`src/rtl/round_tracker_pkg.sv`:
```
// Shared definitions for the round tracker and the scoring block.
// The state encoding below is fixed so that other blocks can decode it.
package round_tracker_pkg;

  // Width of the round value that is passed to the scoring block.
  localparam int ROUND_W = 4;

  typedef enum logic [1:0] {
    ST_IDLE = 2'd0,
    ST_PLAY = 2'd1,
    ST_WIN  = 2'd2,
    ST_LOSE = 2'd3
  } state_t;

endpackage

```
`src/rtl/round_tracker_timer.sv`:
```
// round_timeout_timer: an inactivity counter that can be cleared and enabled.
// While enable is high the counter counts up by one each cycle.
// expired goes high when the count reaches P_TIMEOUT-1.
// clear takes priority over enable.
module round_timeout_timer #(
  parameter int P_TIMEOUT = 50_000_000,
  parameter int P_TMR_W   = 26
) (
  input  logic clock,
  input  logic reset,
  input  logic clear,
  input  logic enable,
  output logic expired
);

  logic [P_TMR_W-1:0] count;

  // Count up while enabled; return to zero whenever a new sequence is requested.
  always_ff @(posedge clock or negedge reset) begin
    if (!reset) begin
      count <= '0;
    end else if (clear) begin
      count <= '0;
    end else if (enable) begin
      count <= count + 1'b1;
    end
  end

  assign expired = (count == P_TMR_W'(P_TIMEOUT - 1));

endmodule

```
`src/rtl/round_tracker.sv`:
```
// round_tracker: runs the play/win/lose state machine and counts the rounds
// the player has completed. It also asks the sequence generator for each new
// sequence.
// Optional feature macro: ROUND_LEVEL_TARGET_EN. When it is defined, the win
// target is chosen by a 2-bit level that is sampled when the game starts.
//
// state   | meaning
// --------+--------------------------------------------------------------
// IDLE    | after reset; waiting for start
// PLAY    | a game is running; waiting for seq_done, seq_error or timeout
// WIN     | the win target was reached; round is frozen
// LOSE    | a wrong input or a timeout ended the game; round is frozen
module round_tracker
  import round_tracker_pkg::*;
#(
  parameter int P_ROUND_W   = ROUND_W,
  parameter int P_MAX_ROUND = 15,
  parameter int P_TIMEOUT   = 50_000_000,
  parameter int P_TMR_W     = 26
) (
  input  logic                 clock,
  input  logic                 reset,
  input  logic                 start,
  input  logic                 seq_done,
  input  logic                 seq_error,
`ifdef ROUND_LEVEL_TARGET_EN
  input  logic [1:0]           reg_setup_level,
`endif
  output logic                 new_seq,
  output logic [P_ROUND_W-1:0] round,
  output logic                 playing,
  output logic                 end_game,
  output logic                 win,
  output logic                 timeout
);

  state_t               state;
  logic [P_ROUND_W-1:0] round_inc;
  logic [P_ROUND_W-1:0] target;
  logic                 tmr_clear;
  logic                 tmr_enable;
  logic                 tmr_expired;

  assign round_inc = round + 1'b1;

`ifdef ROUND_LEVEL_TARGET_EN
  logic [1:0]           level_q;
  logic [P_ROUND_W-1:0] target_raw;

  // Capture the level when a game starts, so the target cannot change mid-game.
  always_ff @(posedge clock or negedge reset) begin
    if (!reset) begin
      level_q <= 2'd0;
    end else if (start && (state != ST_PLAY)) begin
      level_q <= reg_setup_level;
    end
  end

  assign target_raw = P_ROUND_W'(P_MAX_ROUND) >> (2'd3 - level_q);
  assign target     = (target_raw == '0) ? P_ROUND_W'(1) : target_raw;
`else
  assign target = P_ROUND_W'(P_MAX_ROUND);
`endif

  // The timer runs only in PLAY. It restarts each time a new sequence is requested.
  assign tmr_enable = (state == ST_PLAY);
  assign tmr_clear  = ((state != ST_PLAY) && start) ||
                      ((state == ST_PLAY) && seq_done && !seq_error);

  round_timeout_timer #(
    .P_TIMEOUT (P_TIMEOUT),
    .P_TMR_W   (P_TMR_W)
  ) u_timer (
    .clock   (clock),
    .reset   (reset),
    .clear   (tmr_clear),
    .enable  (tmr_enable),
    .expired (tmr_expired)
  );

  // Game FSM; the round counter and every output are registered here.
  always_ff @(posedge clock or negedge reset) begin
    if (!reset) begin
      state    <= ST_IDLE;
      round    <= '0;
      new_seq  <= 1'b0;
      playing  <= 1'b0;
      end_game <= 1'b0;
      win      <= 1'b0;
      timeout  <= 1'b0;
    end else begin
      new_seq <= 1'b0;
      case (state)
        ST_IDLE, ST_WIN, ST_LOSE: begin
          if (start) begin
            state    <= ST_PLAY;
            round    <= '0;
            new_seq  <= 1'b1;
            playing  <= 1'b1;
            end_game <= 1'b0;
            win      <= 1'b0;
            timeout  <= 1'b0;
          end
        end
        ST_PLAY: begin
          if (seq_error) begin
            state    <= ST_LOSE;
            playing  <= 1'b0;
            end_game <= 1'b1;
            timeout  <= 1'b0;
          end else if (seq_done) begin
            if (round_inc == target) begin
              state    <= ST_WIN;
              round    <= target;
              playing  <= 1'b0;
              end_game <= 1'b1;
              win      <= 1'b1;
            end else begin
              round   <= round_inc;
              // A seq_done that arrives right after a request must not make
              // new_seq high for two cycles in a row.
              new_seq <= !new_seq;
            end
          end else if (tmr_expired) begin
            state    <= ST_LOSE;
            playing  <= 1'b0;
            end_game <= 1'b1;
            timeout  <= 1'b1;
          end
        end
        default: begin
          state <= ST_IDLE;
        end
      endcase
    end
  end

endmodule

```
`config.mk`:
```
export PLATFORM = sky130hd
export DESIGN_NAME = round_tracker
export DESIGN_NICKNAME = d
export VERILOG_FILES = /design/src/rtl/round_tracker_pkg.sv /design/src/rtl/round_tracker_timer.sv /design/src/rtl/round_tracker.sv
export SDC_FILE = /design/constraint.sdc
export NUM_CORES = 1
export LEC_CHECK = 0
export ABC_AREA = 1
export ABC_CLOCK_PERIOD_IN_PS = 4300
export BUFFER_PORTS_ARGS = -buffer_cell sky130_fd_sc_hd__buf_2
export CAP_MARGIN = 25
export CORE_MARGIN = 2
export CORE_UTILIZATION = 25
export DETAILED_ROUTE_END_ITERATION = 8
export GPL_ROUTABILITY_DRIVEN = 1
export MAX_ROUTING_LAYER = met4
export PLACE_DENSITY = 0.41
export RECOVER_POWER = 50
export SETUP_SLACK_MARGIN = 0.15
export SYNTH_ARGS = -nofsm -noshare
export SYNTH_HDL_FRONTEND = slang
export SYNTH_HIERARCHICAL = 1
export SYNTH_SLANG_ARGS = --single-unit
```
`constraint.sdc`:
```
create_clock -name clock -period 4.3 [get_ports clock]
set_input_delay 0.43 -clock clock [delete_from_list [all_inputs] [get_ports clock]]
set_output_delay 0.43 -clock clock [all_outputs]
set_load 0.02 [all_outputs]
```
==> results.toml, run 1 <==
[power_and_ir_drop]
vdd_ir_drop_max_uv = 189.3
p_leak_nw = 1.090
power.density_nw_per_um2 = 412.7
total_power_w = 0.0009986

[logic_synthesis]
ys_ff_latch = 36
syn-num-nets = 310
ys_types = 27
synth_warnings = 6
ys_seq_area_share_pct = 42.06
syn_area_um2 = 2142
syn_avg_cell_area_um2 = 7.093
syn_inst = 302

[timing]
max_freq_ghz = 0.4734
finalCriticalPeriod_ps = 2112
hold_violations = 0
clock_skew_ps = 7.941
drv_slew = 37
rsz0062_at_grt = "false"
setup_viol = 0
hold_ws_ps = 459.4
max-slew-margin-rel_pct = -32.22
worst_pin_slew_ps = 1983
fin_crit_sh_pct = 49.12
setup-tns-final_ps = 0

[floorplan]
dieArea_um2 = 9325
core-area_um2 = 8258
die_w_um = 96.57
rows = 33
die_h_um = 96.57
io_pins = 14
start_util_pct = 25.94

[route]
wl_per_cell_um = 12.12
remaining_drc_errors = 0
viasPerCell = 4.365
detail-route-antenna-nets = 0
drtIter0Drc = 158
routed_wl_mm = 5.150
vias = 1855
first_pass_iters = 4

[worst_setup_path]
path_cells = "nor2_4, nand2_4, nor2_8, inv_2, nand2_2, inv_1, nand2_1, o21ai_0, o21ai_0, inv_1"
start_kind = "register"
slowest_delay_ps = 430
crit_arrival_ps = 2290
worst-setup-path-type = "reg -> reg"
end_kind = "register"
required_ps = 4480
cpMaxStageDelayCell = "dfrtp_1"
path_max_fanout = 22

[clocking]
numClockSinks = 36
htree_num_levels = 2
worstSkewPairLatency_ps = 290
cts_tree = "done"
cts_root_buf = "clkbuf_8"
hold_buffers = 0
cts_buffer_depth = 2
cts_setup_buffers = 0
post_cts_resized = 0
clk_pin_slew_ps = 80
cts_buffers = 5

[cells_and_area]
areaGrowthSynthToFinish_pct = 12.97
final_cell_mix = "nand2_1, nor2_1, inv_1"
drive_above_1_share_pct = 11.56
layout_commonest_cell = "nand2_1"
final_nets = 328
antenna_cells = 0
fin_cells = 425

[place]
place_hpwl_mm = 3.843
portBuffers = 13
dp.cells = 418
place.gp.congestion = 0.7931

[global_route]
grt_overflow = 0
grt_pass1_wl_mm = 9.356
gr-usage-all-layers_pct = 13.60
grt_pass1_vias = 1876
grt_max_degree = 37
antenna_found_initial = 0

[flow_run]
maxCapViolCount = 1

[hold_path]
hold_path_class = "reg -> reg"

[run_status]
run_status = "complete, but fails checks"
violations = "max-capacitance violations, max-slew violations"
## path summary, 6_finish.rpt
kind / from / to / cells past startpoint / slack [ps]
worst max-delay path: end_game / u_timer/count[4] / 10 / 2190
worst min-delay path: new_seq / new_seq / 1 / 460
worst max register to register: end_game / u_timer/count[4] / 10 / 2190
worst min register to register: new_seq / new_seq / 1 / 460
max in group asynchronous: reset / u_timer/count[12] / 1 / 2470
min in group asynchronous: reset / new_seq / 1 / 690
## per-layer routing
metal  GRT usage (%)  up-vias  share of wire [%]
met2           19.91       26                 42
met3           2.405        5                2.7
met4           5.282        0                1.8
met1           18.71      836                 53
li1                -      988                  -
met5               -        -                  0
## report_power, final
part / total [W] / switching [W] / internal, W
Combinational: 0.000312 / 0.000222 / 0.0000894
Sequential: 0.000417 / 0.0000389 / 0.000379
Clock: 0.000269 / 0.000126 / 0.000143
Total: 0.000999 / 0.000388 / 0.000611
## logic make-up after synthesis
group | count (synthesis) | share of synthesized area, %
simple gates | 186 | 40.19
buf+inv | 43 | 7.710
flops | 36 | 42.06
compound gates | 33 | 7.886
fa+ha+maj | 3 | 1.753
xor+xnor | 1 | 0.4090
## worst max-delay path, delay by kind of cell (launching register included)
| kind | cells | cell delay (ps) |
|---|---|---|
| AOI/OAI and AO/OA | 2 | 170 |
| and+or+nand+nor | 5 | 910 |
| DFF | 1 | 430 |
| buffers and inverters | 3 | 480 |
## registers in the layout, indices dropped and copies added, names as in the netlist
name,flops
u_timer/count,26
round,4
end_game,1
new_seq,1
playing,1
state,1
timeout,1
win,1
## synth_stat cells, drive strengths merged
library cell | count | area, um2
nor2 | 65 | 315.3
a21oi | 12 | 60.06
o21ai | 19 | 95.09
nand2 | 84 | 332.8
nor4 | 1 | 6.260
buf | 1 | 5.000
inv | 41 | 156.4
nand4 | 7 | 43.79
or2 | 1 | 6.260
nor3 | 4 | 20.02
o22ai | 1 | 6.260
nand3 | 23 | 130.1
dfrtp | 36 | 900.9
xnor2 | 1 | 8.760
o21a | 1 | 7.510
and3 | 1 | 6.260
clkbuf | 1 | 3.750
ha | 3 | 37.54
## per-stage QoR
stage	cell area (um2)	utilization, %	setup slack, ps
2_1_floorplan	2142	-	2450
3_3_place_gp	2330	28.21	2278
3_5_place_dp	2330	28.21	2189
4_1_cts	2426	29.38	2156
5_1_grt	2420	29.30	1900
6_report	2420	29.30	2188
## final cells by class
type,instances,area (um2)
fillers,923,5838
flip-flops and latches,36,900.9
inverters,41,156.4
repair buffers,13,58.81
well taps,105,131.4
clock buffers,7,96.34
multi-input cells,223,1076
Power figures use the tool's default switching activity.
==> run 2: changes to the inputs <==
--- a/config.mk
+++ b/config.mk
@@ -6,7 +6,7 @@
 export NUM_CORES = 1
 export LEC_CHECK = 0
 export ABC_AREA = 1
-export ABC_CLOCK_PERIOD_IN_PS = 4300
+export ABC_CLOCK_PERIOD_IN_PS = 1800
 export BUFFER_PORTS_ARGS = -buffer_cell sky130_fd_sc_hd__buf_2
 export CAP_MARGIN = 25
 export CORE_MARGIN = 2
@@ -14,7 +14,7 @@
 export DETAILED_ROUTE_END_ITERATION = 8
 export GPL_ROUTABILITY_DRIVEN = 1
 export MAX_ROUTING_LAYER = met4
-export PLACE_DENSITY = 0.41
+export PLACE_DENSITY = 0.42
 export RECOVER_POWER = 50
 export SETUP_SLACK_MARGIN = 0.15
 export SYNTH_ARGS = -nofsm -noshare
==> constraint.sdc (replaced) <==
create_clock -name clock -period 1.8 [get_ports clock]
set_input_delay 0.18 -clock clock [delete_from_list [all_inputs] [get_ports clock]]
set_output_delay 0.18 -clock clock [all_outputs]
set_load 0.02 [all_outputs]
==> results.toml, run 2 (same netlist as run 1, synthesis figures left out) <==
[run_status]
run_status = "complete, no violations"

[cells_and_area]
utilization_pct = 33.29
largest_registers = "u_timer/count x26, round x4"
drive_above_1_share_pct = 24.51
final_cell_mix = "nand2_1, nor2_1, inv_1"
largest_reg_flops = 26
areaGrowthSynthToFinish_pct = 28.33
fin_cells = 460
layout_commonest_cell = "nand2_1"
stdcell_area_um2 = 2749
top_register = "u_timer/count"
antenna_cells = 0
final_nets = 362

[route]
drtIter0Drc = 110
detail-route-antenna-nets = 0
routed_wl_mm = 5.580
viasPerCell = 4.400
vias = 2024
remaining_drc_errors = 0
wl_per_cell_um = 12.13
first_pass_iters = 4

[global_route]
grt_pass1_wl_mm = 9.494
gr-usage-all-layers_pct = 13.65
grt_max_degree = 37
antenna_found_initial = 0
grt_overflow = 0
grt_pass1_vias = 1981

[worst_setup_path]
cpMaxStageDelayCell = "dfrtp_2"
path_cells = "nor2_4, nand2_4, nor2_8, inv_4, nand2_4, nor2_4, inv_4, nand2_4, nor2_4, nand2_1, nand2_1, nand2_1, nor2_1"
path_max_fanout = 7
slowest_delay_ps = 440
critPathTopFamily = "simple AND/OR/NAND/NOR gates"
required_ps = 2020
crit_arrival_ps = 1880
end_kind = "register"
path_buf_inv = 2
start_kind = "register"
worst-setup-path-type = "reg -> reg"

[place]
place_area_um2 = 2461
place_hpwl_mm = 4.103
place.gp.congestion = 0.8398
portBuffers = 13
dp.cells = 432

[power_and_ir_drop]
total_power_w = 0.002731
p_leak_nw = 1.279
vdd_ir_drop_max_uv = 277.0
power.density_nw_per_um2 = 993.4

[floorplan]
die_h_um = 96.57
dieArea_um2 = 9325
die_w_um = 96.57
start_util_pct = 25.94
core-area_um2 = 8258
rows = 33
io_pins = 14

[clocking]
cts_root_buf = "clkbuf_8"
numClockSinks = 36
cts_tree = "done"
cts_buffer_depth = 2
cts_buffers = 5
htree_num_levels = 2
worstSkewPairLatency_ps = 290
clk_pin_slew_ps = 80

[timing]
worst_pin_slew_ps = 945.6
rsz0062_at_grt = "true"
clock_skew_ps = 3.781
max_freq_ghz = 0.6042
setup_viol = 0
finalCriticalPeriod_ps = 1655
fin_crit_sh_pct = 91.95
max-slew-margin-rel_pct = 36.96
drv_slew = 0
hold_violations = 0

[flow_run]
maxCapViolCount = 0

[hold_path]
hold_path_class = "in -> reg"
==> run 2: per-stage QoR <==
| stage | setup TNS, ps | setup slack, ps | hold slack [ps] |
|---|---|---|---|
| after floorplan | 0 | 100.0 | -115.6 |
| after global placement | 0 | 4.238 | 168.4 |
| after detailed placement | 0 | 48.15 | 167.9 |
| after CTS | 0 | 117.9 | 219.9 |
| after global routing | -11.06 | -11.06 | 249.5 |
| final | 0 | 144.8 | 236.5 |
==> run 2: cell type report <==
type	instances	area (um2)
clock buffers	6	82.58
inverters	41	158.9
well taps	105	131.4
flip-flops and latches	36	902.1
fillers	898	5509
multi-input cells	223	1144
repair buffers	47	320.3
clock inverters	2	10.01
==> run 2: path summary, 6_finish.rpt <==
kind                       slack, ps           endpoint  cells past startpoint      from
max in group asynchronous        510           end_game                      3     reset
setup / recovery                 140  u_timer/count[14]                     13  end_game
min in group asynchronous        650   u_timer/count[4]                      3     reset
setup reg to reg                 140  u_timer/count[14]                     13  end_game
hold reg to reg                  450            new_seq                      1   new_seq
hold / removal                   240           state[0]                      4  seq_done
==> run 2: where the power goes <==
| part | switching [W] | internal [W] |
|---|---|---|
| clock | 0.000308 | 0.000306 |
| combinational | 0.000628 | 0.000492 |
| sequential | 0.0000913 | 0.000906 |
==> run 2: timing repair <==
item	in CTS	in global routing
endpoints found under the hold margin	36	0
setup endpoints to repair	18	26
buffers inserted	11	8
hold buffers	1	0
pin swaps	4	10
resized for setup	3	16
==> run 2: tightest hold or removal path: cells and delay by family <==
kind | cells | cell delay [ps]
simple gates | 2 | 150
buf+inv | 1 | 90
compound gates | 1 | 70
==> run 2: routing by layer <==
metal	vias up	track usage (%)	wire (um)	part of all wire (%)
li1	1060	-	-	-
met5	-	-	0	0
met4	0	5.047	107	1.9
met1	930	19.12	2866	51
met2	27	20.31	2487	45
met3	7	1.629	118	2.1
